File: config.mk
export PLATFORM = sky130hd
export DESIGN_NAME = stopwatch_buttons
export DESIGN_NICKNAME = d
export VERILOG_FILES = /design/src/rtl/stopwatch_buttons.sv
export SDC_FILE = /design/constraint.sdc
export NUM_CORES = 1
export LEC_CHECK = 0
export CAP_MARGIN = 20
export CORE_ASPECT_RATIO = 1.25
export CORE_MARGIN = 2
export CORE_UTILIZATION = 40
export DETAILED_ROUTE_END_ITERATION = 7
export GPL_ROUTABILITY_DRIVEN = 1
export GPL_TIMING_DRIVEN = 0
export SETUP_SLACK_MARGIN = 0.1
export SLEW_MARGIN = 20
export SYNTH_ARGS = -nofsm -noshare
export SYNTH_HDL_FRONTEND = slang
export SYNTH_SLANG_ARGS = --single-unit
File: constraint.sdc
create_clock -name clk -period 1.9 [get_ports clk]
set_input_delay 0.57 -clock clk [delete_from_list [all_inputs] [get_ports clk]]
set_output_delay 0.57 -clock clk [all_outputs]
set_load 0.03 [all_outputs]
File: src/rtl/stopwatch_buttons.sv
// stopwatch_buttons: control front end for the stopwatch.
//   Conditions the three active-low badge buttons (invert, 2-flop sync, debounce, press strobe)
//   and runs the STOP/RUN/PAUSE state machine plus the lap-display hold timer.
// Ports:
//   clk, rst                          system clock, synchronous active-high reset
//   nbtn_start, nbtn_lap, nbtn_clear  raw active-low buttons, asynchronous to clk
//   tick                              one-cycle 1/100 s pulse
//   running                           high while in RUN
//   count_en                          running & tick, increments the BCD time counter
//   clear                             one-cycle strobe: zero time counter and lap register
//   lap_capture                       one-cycle strobe: copy current time into lap register
//   lap_show                          high while the lap hold timer is nonzero
module stopwatch_buttons #(
  parameter int unsigned DEBOUNCE_CYCLES = 80000,
  parameter int unsigned LAP_HOLD_TICKS  = 31
) (
  input  logic clk,
  input  logic rst,
  input  logic nbtn_start,
  input  logic nbtn_lap,
  input  logic nbtn_clear,
  input  logic tick,
  output logic running,
  output logic count_en,
  output logic clear,
  output logic lap_capture,
  output logic lap_show
);

  localparam int unsigned BtnStart = 0;
  localparam int unsigned BtnLap   = 1;
  localparam int unsigned BtnClear = 2;

  localparam logic [16:0] DbLast  = 17'(DEBOUNCE_CYCLES - 1);
  localparam logic [4:0]  LapHold = 5'(LAP_HOLD_TICKS);

  typedef enum logic [1:0] {StStop, StRun, StPause} state_e;

  // Button conditioning state, one bit per button.
  logic [2:0]  btn_raw;
  logic [2:0]  sync1_q, sync2_q;
  logic [2:0]  stable_q, stable_d;
  logic [2:0]  stable_prev_q;
  logic [2:0]  press_q, press_d;
  logic [16:0] db_cnt_q [3];
  logic [16:0] db_cnt_d [3];

  // Control state.
  state_e     state_q, state_d;
  logic [4:0] lap_timer_q, lap_timer_d;
  logic       clear_q, clear_d;
  logic       lap_capture_q, lap_capture_d;
  logic       lap_show_q, lap_show_d;
  logic       clear_ok;

  assign btn_raw = ~{nbtn_clear, nbtn_lap, nbtn_start};

  // Debounce: stable follows the synchronized level only after it has differed for
  // DEBOUNCE_CYCLES consecutive cycles; any agreement restarts the count.
  always_comb begin
    stable_d = stable_q;
    for (int i = 0; i < 3; i++) begin
      db_cnt_d[i] = '0;
      if (sync2_q[i] != stable_q[i]) begin
        if (db_cnt_q[i] == DbLast) begin
          stable_d[i] = sync2_q[i];
        end else begin
          db_cnt_d[i] = db_cnt_q[i] + 17'd1;
        end
      end
    end
  end

  // Press strobe on the registered 0->1 of the debounced level.
  assign press_d = stable_q & ~stable_prev_q;

  // Clear is honoured only outside RUN, and then overrides a same-cycle start.
  assign clear_ok = press_q[BtnClear] && (state_q != StRun);

  // FSM: state register.
  always_ff @(posedge clk) begin
    if (rst) begin
      state_q <= StStop;
    end else begin
      state_q <= state_d;
    end
  end

  // FSM: next state.
  always_comb begin
    state_d = state_q;
    if (clear_ok) begin
      state_d = StStop;
    end else if (press_q[BtnStart]) begin
      unique case (state_q)
        StStop:  state_d = StRun;
        StRun:   state_d = StPause;
        StPause: state_d = StRun;
        default: state_d = StStop;
      endcase
    end
  end

  // FSM: outputs and lap hold timer. Lap decisions use the pre-transition state.
  always_comb begin
    clear_d       = clear_ok;
    lap_capture_d = press_q[BtnLap] && (state_q == StRun);
    lap_timer_d   = lap_timer_q;
    if (press_q[BtnLap] && (state_q == StRun)) begin
      lap_timer_d = LapHold;
    end else if ((press_q[BtnLap] && (state_q == StPause)) || clear_ok) begin
      lap_timer_d = '0;
    end else if (tick && (lap_timer_q != 5'd0)) begin
      lap_timer_d = lap_timer_q - 5'd1;
    end
    lap_show_d = (lap_timer_d != 5'd0);
  end

  always_ff @(posedge clk) begin
    if (rst) begin
      sync1_q       <= '0;
      sync2_q       <= '0;
      stable_q      <= '0;
      stable_prev_q <= '0;
      press_q       <= '0;
      for (int i = 0; i < 3; i++) begin
        db_cnt_q[i] <= '0;
      end
      lap_timer_q   <= '0;
      clear_q       <= 1'b0;
      lap_capture_q <= 1'b0;
      lap_show_q    <= 1'b0;
    end else begin
      sync1_q       <= btn_raw;
      sync2_q       <= sync1_q;
      stable_q      <= stable_d;
      stable_prev_q <= stable_q;
      press_q       <= press_d;
      for (int i = 0; i < 3; i++) begin
        db_cnt_q[i] <= db_cnt_d[i];
      end
      lap_timer_q   <= lap_timer_d;
      clear_q       <= clear_d;
      lap_capture_q <= lap_capture_d;
      lap_show_q    <= lap_show_d;
    end
  end

  assign running     = (state_q == StRun);
  assign count_en    = running & tick;
  assign clear       = clear_q;
  assign lap_capture = lap_capture_q;
  assign lap_show    = lap_show_q;

endmodule
Yosys cells after proc, flatten, opt, wreduce, memory -nomap -nowiden
Memory sizes are Yosys's and may differ from the RTL's.
Index checks and enable logic that the tools add are counted.
Widths: inputs -> output; s select.
- reductions and logical operators: 13
- muxes and demuxes: 16
- bitwise logic cells: 7
- equal/unequal tests: 9
- $add $sub $neg: 4
- operator list (kind ; number):
    $mux 17 ; 9
    $add 17x1->17 const B ; 3
    $eq 17x17->1 const B ; 3
    $mux 5 ; 3
    $reduce_bool 5->1 ; 2
    $not 3->3 ; 2
    $reduce_and 2->1 ; 3
    $sub 5x1->5 const B ; 1
    $logic_and 1x1->1 ; 4
    $pmux 2 s2 ; 1
    $reduce_or 2->1 ; 2
    $and 3x3->3 ; 1
    $mux 1 ; 3
    $ne 1x1->1 ; 3
    $or 1x1->1 ; 3
    $eq 2x1->1 const B ; 1
    $eq 2x2->1 const B ; 1
    $logic_not 2->1 ; 1
    $ne 2x1->1 const B ; 1
    $and 1x1->1 ; 1
    $logic_or 1x1->1 ; 1
- memories kept: 1
- logic and storage cells: 62
- register bits after elaboration: 25
- output and inout port bits: 5
- input bits: 6
- memory bits (writable): 51
- memories (name ; depth ; bits a word ; rd ports ; clocked after Yosys merged registers in ; wr ports ; RTL line ; source):
    db_cnt_q ; 3 ; 17 ; 3 ; 0 ; 3 ; 45 ; logic [16:0] db_cnt_q [3];

Longest topological paths before layout
- depth after elaboration: 6
- gate-level depth with buffers: 7
- mapped depth without buffers: 6

Worst setup path before layout
OpenSTA, ideal clock, no wires.
- kind: reg-to-output
- start point: reg state_q[0]
- end point: out count_en
- path slack: -0.015 ns
- cell stages (with the launch flop): 3
- data arrival time: 1.345 ns
- data required time: 1.330 ns
- buffers on the path: 0
- path through: dfxtp_1 nor2b_1 and2_1
- word-level cells in the longest chain between the ends: 2
- ends and longest elaborated chain (item ; RTL line ; source):
    start, declared ; 49 ; state_e state_q, state_d;
    start signal, assigned ; 83 ; state_q <= StStop;
    start signal, assigned ; 85 ; state_q <= state_d;
    $eq 2x1->1 ; 149 ; assign running = (state_q == StRun);
    named net running ; 23 ; output logic running,
    $and 1x1->1 ; 150 ; assign count_en = running & tick;
    end, declared ; 24 ; output logic count_en,
The timed path passes the listed nets, and every way through them passes these cells.

Worst setup path in the final report
- start point: reg state_q[0]
- end point: out count_en
- word-level cells in the longest chain between the ends: 2
- ends and longest elaborated chain (item ; RTL line):
    $eq 2x1->1 ; 149
    $and 1x1->1 ; 150
No other way between the ends.

==> results.md <==
- The type of destination of the critical path is a primary output.
- The number of I/O port buffers is 8.
- The kind of start point of the critical path is a register.
- The endpoint identified for the worst register-to-register timing path is db_cnt_q[0][46].
- The category of the critical setup timing path is reg2out.
- The net count of the finished layout is 402.
- After global routing the overflow that remains totals 0.
- Counting buffers and inverters, the worst setup path is 3 cells deep.
- Synthesis produced a netlist whose cell count is 368.
- The wire length of the first global-routing pass is 10.1 mm.
- The cell at the root of the clock tree is sky130_fd_sc_hd__clkbuf_8.
- The flow ran to the end, and the final reports show no timing, DRC or antenna violations.
- The top cell type by area accounts for 46.4% of the synthesized area.
- The part of the cycle the worst path needs is 91.2%.
- In the final layout, the multi-input gates occupy 0.00173 mm².
- After detailed routing, the total wire length is 5.86 mm.
- The placed instance count is 471.
- The worst path needs 1.73 ns of the cycle, external delays included.
- The final worst-path setup slack is 0.167 ns.
- The layout cell share with drive strength beyond 1 is 13.5%.
- Summing the areas of all compound-gate instances in the mapped netlist gives 8.70% of the synthesized area.
- Power spread over the standard cell area amounts to 807 mW/mm².
- The initial detailed-routing violation count is 105.
- The share of the Yosys chip area taken by registers is 46.4%.
- The number of global-route vias before repair is 2311.
- The post-synthesis cell type count is 53.
- The number of hold violations in the final report is 0.
- The number of pins exceeding their max-slew limit in the final report is 0.
- The initial antenna violation count came to 0.
- Setup repair after global routing could not meet its margin everywhere.
- The H-tree level count is 3.
- The area occupied by registers is 0.00153 mm².
- The total of hold buffers inserted after clock tree synthesis is 0.
- The worst-case setup slack after placement is -0.205 ns.
- In the final routed layout, each cell accounts on average for 12.0 µm.
- Of all cell types, the one taking the most synthesized area is sky130_fd_sc_hd__dfxtp_1.
- The mean number of vias per cell is 5.22.
- The finished cells cover 0.00375 mm².
- From synthesis to final layout, the design area changed by 14.3%.
- The final antenna diode count is 0.
- The source of the worst hold timing path is stable_prev_q[0].
- The data arrival at the endpoint of the critical path is 1.16 ns.
- Entering global routing, the biggest net connects 12 pins.
- 11 I/O pins were placed.
- Along the worst path, the maximum fanout reaches 7.
- The simple-gate area share of the yosys netlist is 29.7%.
- By area, the combinational part of the netlist is dominated by simple AND/OR/NAND/NOR gates.
- At the end of routability-driven placement, the weighted congestion stood at 0.757.
- For this design the static power due to leakage is 0.00120 µW.
- Yosys attributes the largest share of cell area to sky130_fd_sc_hd__dfxtp_1 46%, sky130_fd_sc_hd__nor2_1 6.4%, sky130_fd_sc_hd__xnor2_1 6.1%.
- Setup violations remaining at the end of the flow were counted as 0.
- The clock net in this run drives a total of 76 sinks.
- The synthesis warning total is 0.
- The floorplan has 36 rows.
- In this design, the largest share of critical-path delay is due to flip-flops.
- The leading cell type in the layout, fill and taps excluded is sky130_fd_sc_hd__dfxtp_1.
- After filler insertion, the fill cell instance count of the layout stands at 763.
- In the layout the commonest cells are 73 x sky130_fd_sc_hd__dfxtp_1, 56 x sky130_fd_sc_hd__nor2_1, 23 x sky130_fd_sc_hd__xnor2_1.
- Static timing analysis puts the maximum clock frequency at 577 MHz.
- Detailed placement finished with a half-perimeter wire length of 3.96 mm.
- The slowest cell on the critical path is sky130_fd_sc_hd__dfxtp_4.
- Measured in cells, the most critical reg-to-reg path has a length of 5.
- The placed instances occupy a cell area of 0.00348 mm².
- The clock slew at the register clock pins of the worst setup and hold paths is 0.07 ns.
- The width of the die is 85 µm.
- After synthesis, the share of cell area in mux cells is 0.305%.
- The path class of the tightest hold or removal check is reg2reg.
- VDD sags by at most 0.397 mV.
- The number of nets in the synthesized netlist is 378.
- The remaining number of nets flagged by the antenna check after routing is 0.
- The clock buffer count from CTS is 9.
- The placeable core area is 0.00788 mm².
- The buffer and inverter count on the worst path is 1.
- The synthesized netlist devotes 10.4% of its cell area to XOR and XNOR gates.
- The overall die area is 0.00895 mm².
- The post-synth design cell area is 0.00328 mm².
- No sink is reached through more buffers than the 2 on the longest clock path.
- The tool flagged a number of max-cap violations equal to 0.
- Once the floorplan was initialized, standard cells occupied 41.6% of the core.
- The post-route non-filler standard cell count is 489.
- After Yosys synthesis, full adders, half adders and majority gates account for 1.53% of the synthesized area.
- The source-to-sink clock delay at the later pin of the worst-skew pair is 0.35 ns.
- The worst-margin pin slew is 0.518 ns.
- The worst-case hold path end point is press_q[0].
- TritonCTS built the clock tree.
- The synthesized design contains 76 register bits.
- The die height is 105 µm.
- In this run the register-to-register setup slack is 0.21 ns.
- Counting instances, the worst hold path has a depth of 1.
- The number of vias after detailed routing is 2551.
- At the worst endpoint, the required time is 1.33 ns.
- The synthesized area divided by synthesized cell count is 8.91 µm².
- The max-slew headroom at the worst pin is 65.1%.
- Walking the worst path, the cells encountered are nor2b_4, and2_4, buf_6.
- The startpoint identified for the worst register-to-register timing path is db_cnt_q[0][45].
- For the final database, setup skew stands at 0.0136 ns.
- The largest stage delay on the critical path is 0.38 ns.
- Global routing used 13.8% of the available tracks.
- The number of detailed-routing iterations run before antenna repair is 4.
- The final routed DRC violation total is 0.
-- metal layers --
metal  vias to the layer above  routed length, µm  global-route usage, %
li1                       1334                  -                      -
met1                      1184               2920                   18.0
met2                        25               2700                   21.3
met3                         8                157                   3.13
met4                         0                 83                   6.80
met5                         -                  0                      0
-- flip-flops by register name, indices dropped and copies added, names as in the netlist --
signal and count:
stable_prev_q 3, clear 1, lap_show 1, sync1_q 3
lap_timer_q 5, db_cnt_q 51, lap_capture 1, press_q 3
stable_q 3, sync2_q 3, state_q 2
-- synth_stat cells (all sizes together) --
library cell / n
or3: 9
nor3: 10
or4: 4
o21ba: 1
o31ai: 3
o21a: 1
inv: 14
xor2: 16
nand2: 17
o21ai: 13
nand3: 22
nand4: 13
nor2b: 12
xnor2: 23
a211oi: 1
nand3b: 3
nor4: 7
a32oi: 1
and2: 2
and4: 3
mux2i: 1
nor4b: 6
or4b: 2
nor4bb: 1
and3: 8
o211ai: 5
nor2: 56
ha: 4
buf: 6
nor3b: 1
a21oi: 18
o22ai: 1
nand2b: 1
or2: 2
clkbuf: 3
o2bb2ai: 1
a21bo: 1
dfxtp: 76
-- metrics by stage --
step           hold slack, ns  power (µW)  setup TNS (ns)  util [%]
3_5_place_dp            0.373        1960          -0.984      44.2
6_report                0.382        3020               0      47.6
5_1_grt                 0.399        3180               0      47.6
4_1_cts                 0.383        3050               0      46.6
3_3_place_gp            0.372        1960          -0.720      44.2
2_1_floorplan           0.367        1890               0         -
-- layout make-up --
cell class / instances / share of cell area [%]
buffer: 9 / 1.30
multi-input combinational: 269 / 46.1
sequential: 76 / 40.8
tap: 95 / 3.17
timing repair buffer: 13 / 2.94
clock buffer: 11 / 4.04
clock inverter: 2 / 0.334
inverter: 14 / 1.40
-- worst reg2reg max path: cells and delay by family (launching register included) --
family                 cells  cell delay, ns
buffers and inverters      1            0.22
AO/OA/AOI/OAI              1            0.28
AND/OR/NAND/NOR            3            0.68
flip-flops                 1            0.41
-- cell families (layout without fill, tap and decap cells) --
logic type	count (synthesis)	count (layout)
buffers and inverters	23	49
AND/OR/NAND/NOR	179	179
multiplexers	1	1
adder cells (fa/ha/maj)	4	4
XOR/XNOR	39	39
AO/OA/AOI/OAI	46	46
flip-flops	76	76
-- worst max-delay path by stage --
stage,startpoint,to,slack (ns)
finish,state_q[0],count_en,0.17
detailed placement,tick,count_en,-0.20
CTS,db_cnt_q[0][17],db_cnt_q[0][29],0.10
global route,db_cnt_q[0][45],db_cnt_q[0][35],0.08
floorplan,tick,lap_show,0.16
global placement,tick,count_en,-0.20
-- power by group --
| part | switching (µW) | internal (µW) | leakage (µW) |
|---|---|---|---|
| Combinational | 159 | 155 | 0.000499 |
| Sequential | 26.2 | 1630 | 0.000616 |
| Clock | 537 | 521 | 0.0000831 |
-- what timing repair did --
action / 4_1_cts / 5_1_grt
gates resized for setup: 23 / 13
pin swaps: 0 / 2
gates cloned: 0 / 0
endpoints found under the setup margin: 30 / 36
buffers inserted: 0 / 5
Power figures use the tool's default switching activity.
